$ cat src/rtl/page_swap_controller.sv
// Copies one page between the primary-memory page window and a numbered disk slot.
// Each word takes an RD cycle (source address out) and a WR cycle (destination write).
//   state  | meaning
//   S_IDLE | waiting for std/ldd, outputs hold, tr low
//   S_RD   | source address presented, read data arrives next cycle
//   S_WR   | destination written with the source read data
//   S_DONE | one-cycle completion pulse, requests ignored
module page_swap_controller #(
    parameter int DW      = 16,
    parameter int MEM_AW  = 16,
    parameter int DISK_AW = 15,
    parameter int PAGE_W  = 8,
    parameter int POS_W   = DISK_AW - PAGE_W,
    parameter logic [MEM_AW-1:0] MEM_BASE = 16'hFF00
) (
    input  logic               clk,
    input  logic               rst_n,
    input  logic               std_i,
    input  logic               ldd_i,
    input  logic [POS_W-1:0]   pos_i,
    output logic [MEM_AW-1:0]  addr_p_o,
    output logic [DW-1:0]      data_p_o,
    output logic               tr_p_o,
    input  logic [DW-1:0]      q_p_i,
    output logic [DISK_AW-1:0] addr_s_o,
    output logic [DW-1:0]      data_s_o,
    output logic               tr_s_o,
    input  logic [DW-1:0]      q_s_i,
    output logic               busy_o,
    output logic               done_o
);

    typedef enum logic [1:0] {S_IDLE, S_RD, S_WR, S_DONE} state_t;

    localparam logic DIR_STORE = 1'b0;
    localparam logic DIR_LOAD  = 1'b1;
    localparam logic [PAGE_W-1:0] I_LAST = '1;

    state_t             state_q;
    logic [PAGE_W-1:0]  i_q;
    logic [PAGE_W-1:0]  i_d;
    logic [POS_W-1:0]   slot_q;
    logic [POS_W-1:0]   slot_d;
    logic               dir_q;
    logic [MEM_AW-1:0]  addr_p_q;
    logic [DISK_AW-1:0] addr_s_q;
    logic [DW-1:0]      data_p_q;
    logic [DW-1:0]      data_s_q;
    logic               tr_p_q;
    logic               tr_s_q;
    logic               busy_q;
    logic               done_q;
    logic [MEM_AW-1:0]  mem_addr_d;
    logic [DISK_AW-1:0] disk_addr_d;

    // Word index and slot for the address registered at the coming edge.
    always_comb begin
        i_d    = i_q;
        slot_d = slot_q;
        if (state_q == S_IDLE) begin
            i_d    = '0;
            slot_d = pos_i;
        end else if (state_q == S_WR) begin
            i_d = i_q + 1'b1;
        end
    end

    assign mem_addr_d  = MEM_BASE + MEM_AW'(i_d);
    assign disk_addr_d = {slot_d, i_d};

    always_ff @(posedge clk or negedge rst_n) begin
        if (!rst_n) begin
            state_q  <= S_IDLE;
            i_q      <= '0;
            slot_q   <= '0;
            dir_q    <= DIR_STORE;
            addr_p_q <= MEM_BASE;
            addr_s_q <= '0;
            data_p_q <= '0;
            data_s_q <= '0;
            tr_p_q   <= 1'b0;
            tr_s_q   <= 1'b0;
            busy_q   <= 1'b0;
            done_q   <= 1'b0;
        end else begin
            tr_p_q <= 1'b0;
            tr_s_q <= 1'b0;
            done_q <= 1'b0;
            case (state_q)
                S_IDLE: begin
                    if (std_i || ldd_i) begin
                        state_q <= S_RD;
                        slot_q  <= pos_i;
                        dir_q   <= std_i ? DIR_STORE : DIR_LOAD;
                        i_q     <= '0;
                        busy_q  <= 1'b1;
                        if (std_i) addr_p_q <= mem_addr_d;
                        else       addr_s_q <= disk_addr_d;
                    end
                end
                S_RD: begin
                    state_q <= S_WR;
                    if (dir_q == DIR_STORE) begin
                        addr_s_q <= disk_addr_d;
                        tr_s_q   <= 1'b1;
                    end else begin
                        addr_p_q <= mem_addr_d;
                        tr_p_q   <= 1'b1;
                    end
                end
                S_WR: begin
                    // Keep the written word so data outputs hold it once tr drops.
                    if (dir_q == DIR_STORE) data_s_q <= q_p_i;
                    else                    data_p_q <= q_s_i;
                    if (i_q == I_LAST) begin
                        state_q <= S_DONE;
                        busy_q  <= 1'b0;
                        done_q  <= 1'b1;
                    end else begin
                        state_q <= S_RD;
                        i_q     <= i_d;
                        if (dir_q == DIR_STORE) addr_p_q <= mem_addr_d;
                        else                    addr_s_q <= disk_addr_d;
                    end
                end
                S_DONE:  state_q <= S_IDLE;
                default: state_q <= S_IDLE;
            endcase
        end
    end

    // Write data is the source's own registered read port, valid exactly in WR.
    assign addr_p_o = addr_p_q;
    assign addr_s_o = addr_s_q;
    assign data_p_o = tr_p_q ? q_s_i : data_p_q;
    assign data_s_o = tr_s_q ? q_p_i : data_s_q;
    assign tr_p_o   = tr_p_q;
    assign tr_s_o   = tr_s_q;
    assign busy_o   = busy_q;
    assign done_o   = done_q;

endmodule

$ cat config.mk
export PLATFORM = sky130hd
export DESIGN_NAME = page_swap_controller
export DESIGN_NICKNAME = d
export VERILOG_FILES = /design/src/rtl/page_swap_controller.sv
export SDC_FILE = /design/constraint.sdc
export NUM_CORES = 1
export LEC_CHECK = 0
export ABC_AREA = 1
export CELL_PAD_IN_SITES_DETAIL_PLACEMENT = 1
export CELL_PAD_IN_SITES_GLOBAL_PLACEMENT = 1
export CORE_ASPECT_RATIO = 0.9
export CORE_UTILIZATION = 32
export CTS_BUF_LIST = sky130_fd_sc_hd__clkbuf_16
export CTS_CLUSTER_DIAMETER = 40
export DETAILED_ROUTE_END_ITERATION = 7
export PLACE_DENSITY = 0.86
export REMOVE_ABC_BUFFERS = 1
export SYNTH_ARGS = -nofsm -noshare
export SYNTH_HDL_FRONTEND = slang
export SYNTH_SLANG_ARGS = --single-unit
export TNS_END_PERCENT = 1
$ cat constraint.sdc
create_clock -name clk -period 1.44 [get_ports clk]
set_input_delay 0.36 -clock clk [delete_from_list [all_inputs] [get_ports clk]]
set_output_delay 0.36 -clock clk [all_outputs]
set_load 0.1 [all_outputs]
After elaboration in Yosys (flattened, before gate mapping)
Index checks and enable logic that the tools add are counted.

Bits in registers: 85. Input port bits: 43. Output and inout bits: 67. Logic and storage cells: 72.

Add/sub/neg operators: 2. Eq/ne operators: 13. Mux-type cells: 33. Bitwise gates (word level): 1. Reduce and logical (&&, ||, !) cells: 11.

Operator list (count): 2-to-1 mux 16 bit (7); 2-to-1 mux 15 bit (5); one-hot mux 16 bit (3 select lines) (1); one-hot mux 15 bit (3 select lines) (1); 2-to-1 mux 8 bit (4); one-hot mux 8 bit (2 select lines) (1); inequality test 2 bit, second input constant (7); AND reduction 6 bit (2); adder 9 x 9 -> 10 bit, first input constant (1); 2-to-1 mux 1 bit (9); adder 8 x 1 -> 8 bit, second input constant (1); equality test 8 bit, second input constant (1); one-hot mux 2 bit (4 select lines) (1); 2-to-1 mux 7 bit (1); AND reduction 2 bit (3); AND reduction 3 bit (2); equality test 2 bit, second input constant (2); 2-to-1 mux 2 bit (2); inequality test 2 x 1 -> 1 bit, second input constant (2); nonzero test 3 bit (1); equality test 2 x 1 -> 1 bit, second input constant (1); logical NOT 2 bit (1); one-hot mux 1 bit (2 select lines) (1); nonzero test 2 bit (1); 2 further kinds (2).

Longest topological paths before layout
Depth in word-level cells: 7. Depth in mapped cells: 9. Gate-level depth less buffers: 8.

Least setup slack after synthesis
No wires, ideal clock.

Kind: reg-to-output. From: reg tr_p_q (netlist: tr_p_o). To: out data_p_o[11]. Data arrival time: 3202 ps. Required time: 1080 ps. Slack: -2122 ps. Stages on the path, launching flop included: 3. Path buffers: 1. Cell sequence: dfrtp_1 > clkbuf_1 > o21ai_0.

Cells in the longest elaborated chain, start to end: 1.

Ends and longest elaborated chain: start, declared (line 49) `logic tr_p_q;`; start signal, assigned (line 81) `tr_p_q <= 1'b0;`; start signal, assigned (line 86) `tr_p_q <= 1'b0;`; start signal, assigned (line 108) `tr_p_q <= 1'b1;`; 2-to-1 mux 16 bit (line 135) `assign data_p_o = tr_p_q ? q_s_i : data_p_q;`; end, declared (line 22) `output logic [DW-1:0] data_p_o,`.

No other way between the ends.

Worst setup path after layout
From: reg tr_p_q (netlist: tr_p_o). To: out data_p_o[4].

Same word-level chain as after synthesis.

==> results.md <==
- Seq/Total Area, Yosys: 49.1%
- Netlist cell types: 31
- Final Hold Slack: 439 ps
- GP Congestion: 0.861
- Vias per std cell: 4.90
- Synth top area share: 49.1%
- Drc violations: 0
- Worst-path clk slew: 60 ps
- CTS Buf Count: 9
- Failing checks: setup timing
- Die Wd: 119 um
- Total Die Area: 12700 um2
- Max-cap violation count: 0
- Crit-path max FO: 6
- Post-layout util: 57.6%
- Post-route worst setup slack: -369 ps
- Layout cell share with drive strength beyond 1: 38.0%
- # diodes: 0
- WS Path Type: reg2out
- Post-route ant nets: 0
- Commonest cells after routing, fill and taps aside: 113 x nand2_1, 74 x dfrtp_1, 65 x buf_12
- Post-layout minimum cycle time: 1810 ps
- Fin. max-slew vios: 0
- Fin crit share: 126%
- Vias in the first global route: 4203
- Worst r2r path cells: 8
- CTS max path bufs: 2
- Worst r2r dst: addr_s_o[2]
- Crit. End Element: output pin
- Worst-Skew Late Latency: 340 ps
- Core ar.: 12000 um2
- Syn-to-layout area delta: 76.6%
- I/O pin total: 110
- Status: finished with violations
- Initial Util: 32.7%
- Post-Syn Area: 3930 um2
- # rows: 38
- First-pass DRT Iterations: 4
- Final setup viols: 58
- Fmax: 0.553 GHz
- Flop-to-flop setup slack: -110 ps
- Syn Inst Count: 471
- Critical Path RT: 1080 ps
- Nets@finish: 657
- Synth Register Bits: 77
- Initial antenna violation count: 0
- Largest net degree at the start of global routing: 33
- GRT Total Usage: 22.0%
- H-tree levels: 3
- RSZ-0062 raised after global routing: yes
- Die Y: 107 um
- First-pass GRT wire length: 21600 um
- Critical path startpoint category: flop
- Overflow after GRT: 0
- Routed len/inst: 18.7 um
- Top cells by area, synth: dfrtp_1 49%, nand2_1 13%, o21ai_0 9.9%, inv_1 5.5%, o21ai_2 2.9%
- Final hold violations: 0
- Synthesized area per cell: 8.34 um2
- Yosys top cell by area: dfrtp_1
- Vias: 3803
- Root Buffer: clkbuf_16
- Most common cell after layout, fill and taps aside: nand2_1
- Worst EP arrival: 1450 ps
- Post-DP HPWL: 9350 um
- Worst reg2reg path startpoint: state_q[0]
- CTS tree: built
- Initial drt markers: 199
- Port-buffer cells: 101
- Ys Warns: 0
- Clk sink count: 77
- Setup Skew: 8.35 ps
- Post-Route WL: 14500 um
- Worst Hold Class: in2async
## cell type report
type / instances / area, um2
fillers: 1307 / 5090
repair buffers: 151 / 2240
well taps: 160 / 200
clock buffers: 9 / 225
inverters: 62 / 243
multi-input cells: 312 / 2080
flip-flops and latches: 77 / 1930
clock inverters: 5 / 20.0
## per-stage QoR
step / setup slack (ps) / setup TNS, ps / cells / area, um2
finish: -369 / -11840 / 776 / 6930
CTS: -349 / -11170 / 774 / 6600
global placement: -298 / -14760 / 756 / 6020
floorplan: -2230 / -77260 / 451 / 3770
detailed placement: -390 / -17310 / 756 / 6020
global route: -399 / -14510 / 776 / 6930
## state kept, by name, indices dropped and copies added, names as in the netlist
| signal | cells |
|---|---|
| data_p_q | 16 |
| data_s_q | 16 |
| tr_p_o | 1 |
| i_q | 8 |
| tr_s_o | 1 |
| dir_q | 1 |
| addr_p_o | 8 |
| addr_s_o | 15 |
| busy_o | 1 |
| done_o | 1 |
| slot_q | 7 |
| state_q | 2 |
## how the worst max path moves through the flow
stage / startpoint / endpoint / slack [ps] / cells after the start
2_1_floorplan: tr_p_o / data_p_o[0] / -2230 / 1
3_3_place_gp: std_i / i_q[0] / -300 / 8
3_5_place_dp: std_i / addr_p_o[5] / -390 / 8
4_1_cts: tr_p_o / data_p_o[14] / -350 / 5
5_1_grt: tr_p_o / data_p_o[4] / -400 / 5
6_report: tr_p_o / data_p_o[4] / -370 / 5
## timing repair
action / CTS / global route
resized for setup: 93 / 77
pin swaps: 11 / 11
hold buffers: 1 / 0
hold endpoints to repair: 6 / 0
buffers inserted: 1 / 1
setup endpoints to repair: 75 / 85
cloned: 2 / 2
## critical path, stage by stage, from the launching register on
cell and delay [ps]:
dfrtp_2 470, buf_12 160, buf_4 140, nand2_2 70, o21ai_2 70, clkbuf_16 200
## layer usage
| layer | up-vias | track usage [%] | wire [um] |
|---|---|---|---|
| li1 | 1753 | - | - |
| met1 | 1918 | 23.5 | 5480 |
| met2 | 100 | 42.1 | 8080 |
| met3 | 32 | 4.68 | 547 |
| met4 | 0 | 9.04 | 427 |
| met5 | - | 0 | 0 |
## cell usage after synthesis (all sizes together)
cell,n
a21oi,4
buf,16
clkbuf,11
conb,1
dfrtp,77
ha,1
inv,62
nand2,155
nand3,19
nor2,16
nor3,1
o21ai,105
o22ai,1
xor2,2
## logic make-up (layout without fill, tap and decap cells)
group	after synthesis	in the layout	share of synthesized area, %
flip-flops	77	77	49.1
XOR/XNOR	2	2	0.446
adder cells (fa/ha/maj)	1	1	0.319
AO/OA/AOI/OAI	110	110	15.4
buffers and inverters	89	227	10.9
AND/OR/NAND/NOR	191	191	23.8
other	1	8	0.0955
Power is not shown: default switching activity piles up to over one toggle a cycle in this logic, so the estimate is an artifact.
